File: src/rtl/dcache_axi_pkg.sv
// Shared types and constants for the dcache AXI3 write-port arbiter.
// Latency: n/a (types only). Backpressure: n/a.
// Provides the FSM state enum, AXI constants, default IDs and the counter update helper.
package dcache_axi_pkg;

    typedef enum logic [1:0] {
        ST_IDLE = 2'd0,
        ST_AW   = 2'd1,
        ST_W    = 2'd2
    } wr_state_e;

    localparam logic [2:0] AWSIZE_4B  = 3'b010;
    localparam logic [1:0] BURST_INCR = 2'b01;
    localparam logic [3:0] DEF_M0_ID  = 4'd0;
    localparam logic [3:0] DEF_M1_ID  = 4'd1;

    typedef struct packed {
        logic [31:0] addr;
        logic [3:0]  len;
        logic [1:0]  burst;
    } aw_req_t;

    typedef struct packed {
        logic [31:0] data;
        logic [3:0]  strb;
        logic        last;
    } w_beat_t;

    // Outstanding counter step: saturates at both ends; inc and dec together cancel.
    function automatic logic [3:0] cnt_next(input logic [3:0] cnt, input logic inc, input logic dec);
        logic [3:0] res;
        res = cnt;
        if (inc && !dec && (cnt != 4'hF)) res = cnt + 4'd1;
        if (dec && !inc && (cnt != 4'h0)) res = cnt - 4'd1;
        return res;
    endfunction

endpackage

File: src/rtl/dcache_axi_wr_arbiter_rr.sv
// Two-requester round-robin pick: on contention the master not granted last time wins.
// Latency: combinational. Backpressure: none (pure function of the requests).
module rr_arbiter_2 (
    input  logic req0,
    input  logic req1,
    input  logic rr_last,
    output logic gnt_vld,
    output logic gnt_sel
);

    assign gnt_vld = req0 | req1;
    assign gnt_sel = (req0 && req1) ? ~rr_last : req1;

endmodule

File: src/rtl/dcache_axi_wr_arbiter.sv
// Shares one AXI3 write port between the write-buffer drain (M0) and uncached stores (M1); optional DCACHE_WARB_FENCE_EN orders them.
// Latency: 1 cycle request-to-AW; W and B pass through combinationally while granted.
// Backpressure: awready/wready forwarded to the granted master only; a master at MAX_OUTST un-responded bursts is not granted.
module dcache_axi_wr_arbiter
    import dcache_axi_pkg::*;
#(
    parameter int unsigned MAX_OUTST = 4,
    parameter logic [3:0]  M0_ID     = DEF_M0_ID,
    parameter logic [3:0]  M1_ID     = DEF_M1_ID
) (
    input  logic        clk,
    input  logic        rstn,

    input  logic [31:0] m0_awaddr,
    input  logic [3:0]  m0_awlen,
    input  logic [1:0]  m0_awburst,
    input  logic        m0_awvalid,
    output logic        m0_awready,
    input  logic [31:0] m0_wdata,
    input  logic [3:0]  m0_wstrb,
    input  logic        m0_wlast,
    input  logic        m0_wvalid,
    output logic        m0_wready,
    output logic        m0_bvalid,

    input  logic [31:0] m1_awaddr,
    input  logic [3:0]  m1_awlen,
    input  logic [1:0]  m1_awburst,
    input  logic        m1_awvalid,
    output logic        m1_awready,
    input  logic [31:0] m1_wdata,
    input  logic [3:0]  m1_wstrb,
    input  logic        m1_wlast,
    input  logic        m1_wvalid,
    output logic        m1_wready,
    output logic        m1_bvalid,

    output logic        outst_zero,

    output logic [3:0]  awid,
    output logic [31:0] awaddr,
    output logic [3:0]  awlen,
    output logic [2:0]  awsize,
    output logic [1:0]  awburst,
    output logic        awvalid,
    input  logic        awready,

    output logic [3:0]  wid,
    output logic [31:0] wdata,
    output logic [3:0]  wstrb,
    output logic        wlast,
    output logic        wvalid,
    input  logic        wready,

    input  logic [3:0]  bid,
    input  logic [1:0]  bresp,
    input  logic        bvalid,
    output logic        bready
);

    localparam logic [3:0] MAX_CNT = 4'(MAX_OUTST);

    wr_state_e  state_q, state_d;
    logic       grant_q, grant_d;
    logic       rr_last_q, rr_last_d;
    logic [3:0] cnt0_q, cnt1_q;

    logic       elig0, elig1;
    logic       gnt_vld, gnt_sel;
    logic       aw_hs;
    logic       inc0, inc1, dec0, dec1;

    aw_req_t    m0_aw, m1_aw, aw_g;
    w_beat_t    m0_w, m1_w, w_g;
    logic       aw_g_vld, w_g_vld;
    logic [3:0] g_id;

    // Response status is not tracked; the cache treats every write as completed.
    logic       unused_bresp;
    assign unused_bresp = ^bresp;

`ifdef DCACHE_WARB_FENCE_EN
    // Strict ordering: a master may only start once the other has nothing outstanding.
    assign elig0 = m0_awvalid && (cnt0_q < MAX_CNT) && (cnt1_q == 4'd0);
    assign elig1 = m1_awvalid && (cnt1_q < MAX_CNT) && (cnt0_q == 4'd0);
`else
    assign elig0 = m0_awvalid && (cnt0_q < MAX_CNT);
    assign elig1 = m1_awvalid && (cnt1_q < MAX_CNT);
`endif

    rr_arbiter_2 u_rr (
        .req0    (elig0),
        .req1    (elig1),
        .rr_last (rr_last_q),
        .gnt_vld (gnt_vld),
        .gnt_sel (gnt_sel)
    );

    assign m0_aw    = '{addr: m0_awaddr, len: m0_awlen, burst: m0_awburst};
    assign m1_aw    = '{addr: m1_awaddr, len: m1_awlen, burst: m1_awburst};
    assign m0_w     = '{data: m0_wdata, strb: m0_wstrb, last: m0_wlast};
    assign m1_w     = '{data: m1_wdata, strb: m1_wstrb, last: m1_wlast};
    assign aw_g     = grant_q ? m1_aw : m0_aw;
    assign w_g      = grant_q ? m1_w  : m0_w;
    assign aw_g_vld = grant_q ? m1_awvalid : m0_awvalid;
    assign w_g_vld  = grant_q ? m1_wvalid  : m0_wvalid;
    assign g_id     = grant_q ? M1_ID : M0_ID;

    always_comb begin
        state_d    = state_q;
        grant_d    = grant_q;
        rr_last_d  = rr_last_q;
        aw_hs      = 1'b0;
        awvalid    = 1'b0;
        awid       = 4'd0;
        awaddr     = 32'd0;
        awlen      = 4'd0;
        awburst    = 2'd0;
        wvalid     = 1'b0;
        wid        = 4'd0;
        wdata      = 32'd0;
        wstrb      = 4'd0;
        wlast      = 1'b0;
        m0_awready = 1'b0;
        m1_awready = 1'b0;
        m0_wready  = 1'b0;
        m1_wready  = 1'b0;

        case (state_q)
            ST_IDLE: begin
                if (gnt_vld) begin
                    grant_d = gnt_sel;
                    state_d = ST_AW;
                end
            end
            ST_AW: begin
                awvalid = aw_g_vld;
                awid    = g_id;
                awaddr  = aw_g.addr;
                awlen   = aw_g.len;
                awburst = aw_g.burst;
                if (grant_q) m1_awready = awready;
                else         m0_awready = awready;
                if (aw_g_vld && awready) begin
                    aw_hs     = 1'b1;
                    rr_last_d = grant_q;
                    state_d   = ST_W;
                end
            end
            ST_W: begin
                wvalid = w_g_vld;
                wid    = g_id;
                wdata  = w_g.data;
                wstrb  = w_g.strb;
                wlast  = w_g.last;
                if (grant_q) m1_wready = wready;
                else         m0_wready = wready;
                if (w_g_vld && wready && w_g.last) state_d = ST_IDLE;
            end
            default: state_d = ST_IDLE;
        endcase
    end

    // Responses are routed by BID alone; unknown IDs match neither master and vanish.
    assign dec0      = bvalid && (bid == M0_ID);
    assign dec1      = bvalid && (bid == M1_ID);
    assign inc0      = aw_hs && !grant_q;
    assign inc1      = aw_hs &&  grant_q;
    assign m0_bvalid = dec0;
    assign m1_bvalid = dec1;

    assign awsize     = AWSIZE_4B;
    assign bready     = 1'b1;
    assign outst_zero = (state_q == ST_IDLE) && (cnt0_q == 4'd0) && (cnt1_q == 4'd0);

    always_ff @(posedge clk or negedge rstn) begin
        if (!rstn) begin
            state_q   <= ST_IDLE;
            grant_q   <= 1'b0;
            rr_last_q <= 1'b1;
            cnt0_q    <= 4'd0;
            cnt1_q    <= 4'd0;
        end else begin
            state_q   <= state_d;
            grant_q   <= grant_d;
            rr_last_q <= rr_last_d;
            cnt0_q    <= cnt_next(cnt0_q, inc0, dec0);
            cnt1_q    <= cnt_next(cnt1_q, inc1, dec1);
        end
    end

endmodule

File: config.mk
export PLATFORM = sky130hd
export DESIGN_NAME = dcache_axi_wr_arbiter
export DESIGN_NICKNAME = d
export VERILOG_FILES = /design/src/rtl/dcache_axi_pkg.sv /design/src/rtl/dcache_axi_wr_arbiter_rr.sv /design/src/rtl/dcache_axi_wr_arbiter.sv
export SDC_FILE = /design/constraint.sdc
export NUM_CORES = 1
export LEC_CHECK = 0
export ABC_AREA = 1
export BUFFER_PORTS_ARGS = -buffer_cell sky130_fd_sc_hd__buf_2
export CORE_AREA = 3 3 100 102
export CTS_CLUSTER_DIAMETER = 200
export DETAILED_ROUTE_END_ITERATION = 10
export DIE_AREA = 0 0 103 105
export PLACE_DENSITY = 0.64
export SYNTH_ARGS = -nofsm -noshare
export SYNTH_HDL_FRONTEND = slang
export SYNTH_SLANG_ARGS = --single-unit
File: constraint.sdc
create_clock -name clk -period 3.2 [get_ports clk]
set_clock_uncertainty 0.05 [all_clocks]
set_input_delay 0.64 -clock clk [delete_from_list [all_inputs] [get_ports clk]]
set_output_delay 0.64 -clock clk [all_outputs]
set_load 0.05 [all_outputs]
==> impl_results.md <==
* Status: finished, final reports clean
* Pint at 953 uW
* Area Growth Syn to Fin at 63.8%
* Setup total negative slack at 0 ns
* RR Endpoint: cnt0_q[2]$_DFFE_PN0P_
* NetSw at 2350 uW
* Crit end category: output pin
* Gr usage total at 15.5%
* Tmin final at 2.66 ns
* Crit path required time at 2.51 ns
* Launch point of the worst reg-to-reg path: grant_q$_DFFE_PN0P_
* Max-Cap Viols at 0
* Port Buffers at 248
* Seq cells post-synth at 12
* Syn Std Cell Area at 0.00204 sq mm
* FF-to-FF path depth at 14
* CP Cell Sequence: buf_4 > nand2_1 > a21oi_1 > buf_2
* Antenna-violating nets left at 0
* Core area at 0.00920 sq mm
* Die area at 0.0108 sq mm
* Initial antenna violation count at 0
* Combinational Power Share at 85.8%
* Asr flop ratio synth at 100%
* Count of final setup violators at 0
* Crit-path max cell delay at 0.64 ns
* Fin crit share at 83.3%
* Post-Place Cells at 727
* Post-CTS sizing at 0
* DR pass1 iterations at 4
* RSZ-0062 raised after global routing: no
* Num Clock Sinks at 12
* Avg Inst Size Synth at 5.19 sq um
* Reg-to-reg slack, setup at 0.75 ns
* NumNets Final at 788
* Largest net degree at the start of global routing at 81
* Post-synth EDFFs at 0
* Fraction of layout cells with a size suffix above 1 at 43.1%
* Die Y at 105 um
* GP Congestion at 0.883
* # rows at 35
* PD cells at 989 mW/mm^2
* Fmax at 0.375 GHz
* Final wirelength at 9710 um
* Crit Path Max Fanout at 80
* DR iter-0 viols at 101
* Synth top cells by count: nand2_1 (183), a21oi_1 (75), inv_1 (19)
* TritonCTS clock tree: yes
* DRC at 0
* Ys flop type: dfrtp_1
* Later-pin clock latency in the skew report at 0.24 ns
* Initial core utilization at 22.2%
* Leading area contributor after synthesis: nand2_1
* HP Class: in -> async
* Clk root buf: clkbuf_8
* Final Non-Filler Cells at 731
* Fin. max-slew vios at 0
* # H-tree levels at 1
* Avg WL per Cell at 13.3 um
* Worst Setup Start Kind: flip-flop
* Least-Margin Pin Slew at 0.874 ns
* Synth Instances at 393
* CTS Buf Count at 3
* Yosys warns at 0
* Top cell family by delay on the critical path: buffers and inverters
* Clk slew on worst S/H paths at 0.06 ns
* Horiz. Die Dim at 103 um
* Final hold viol count at 0
* Pleak at 0.00210 uW
* Dominant cell by count in the synthesized netlist: nand2_1
* Final total power at 3310 uW
* Worst path buffer plus inverter count at 2
* Sequential fraction of the synthesis area at 14.8%
* Slew headroom at 41.6%
* Switching share of power at 71.2%
* CP max-delay cell: buf_4
* Clock power frac at 5.1%
* Via count at 3337
* Total grt overflow at 0
* Worst IR Drop VDD at 548 uV
* Setup CP Type: reg -> out
* Post-synth cell types at 34
* Routed vias/inst at 4.56
* First-pass GRT wire length at 13800 um
* I/O pin total at 261
* Crit path DAT at 1.97 ns
* Yosys top cell area share at 33.7%
* CTS hold repair buffers at 0
* Top cells by area, synth: nand2_1 (34%), a21oi_1 (18%), dfrtp_1 (13%)
* HPWL Detailed at 7800 um
* Post-CTS setup buffer count at 0
* Sequential fraction of design power at 9.0%
* # diodes at 0
* Via count of the first global-routing pass at 2929
* Clock Tree Buf Depth at 2
-- cells in the final DEF, fill, tap and decap left out, drive strengths merged, types with 4 or more instances in the layout --
| master | netlist | final |
|---|---|---|
| a21oi | 75 | 75 |
| buf | 22 | 250 |
| clkbuf | 13 | 4 |
| conb | 2 | 10 |
| dfrtp | 11 | 11 |
| inv | 20 | 20 |
| nand2 | 188 | 188 |
| nand3 | 17 | 17 |
| nor2 | 16 | 16 |
| nor3 | 5 | 5 |
| o21ai | 7 | 7 |
-- routing by layer --
| metal | vias to the layer above | GRT usage [%] | wire, um |
|---|---|---|---|
| met2 | 141 | 30.2 | 5120 |
| li1 | 1697 | - | - |
| met4 | 0 | 3.24 | 157 |
| met5 | - | 0 | 0 |
| met3 | 15 | 2.14 | 665 |
| met1 | 1484 | 17.1 | 3770 |
-- worst max-delay path by stage --
stage	from	to	slack (ns)	cells past startpoint
final	grant_q$_DFFE_PN0P_	awaddr[15]	0.54	4
after global routing	grant_q$_DFFE_PN0P_	awvalid	0.41	4
after CTS	state_q[1]$_DFFE_PN0P_	awburst[0]	0.52	4
after detailed placement	grant_q$_DFFE_PN0P_	cnt0_q[2]$_DFFE_PN0P_	0.75	14
after global placement	grant_q$_DFFE_PN0P_	cnt0_q[2]$_DFFE_PN0P_	0.77	14
after floorplan	state_q[0]$_DFFE_PN0P_	m1_wready	0.61	4
-- area by class of cell --
cell class                 instances  area, sq um
fill                            1061         5850
multi-input combinational        333         1510
timing repair buffer             250         1260
sequential                        12          303
tap                              111          139
inverter                          21         81.3
clock buffer                       4         55.1
-- power by group through the flow --
stage	clock (uW)	sequential, uW	combinational [uW]
5_1_grt	182	313	3060
4_1_cts	171	298	2860
3_5_place_dp	0	299	2850
6_report	169	299	2840
2_1_floorplan	0	279	2230
3_3_place_gp	0	295	2810
-- state kept, by name, indices dropped and copies added (netlist names) --
name and count:
cnt1_q 4, state_q 2, grant_q 1, rr_last_q 1, cnt0_q 4
-- cell families after synthesis --
group | synth area share [%]
xor+xnor | 1.29
simple gates | 45.8
other cells | 0.368
flops | 14.8
compound gates | 22.7
buf+inv | 12.8
fa+ha+maj | 1.23
mux | 0.981
-- metrics by stage --
step	area, sq um	hold WS, ns	util (%)	setup slack (ns)
global route	3340	0.226	36.3	0.406
global placement	3290	0.418	35.7	0.771
detailed placement	3290	0.425	35.7	0.751
finish	3340	0.223	36.3	0.536
CTS	3340	0.228	36.3	0.520
floorplan	2070	0.294	-	0.611
No activity file was read; power rests on OpenSTA's default activity.
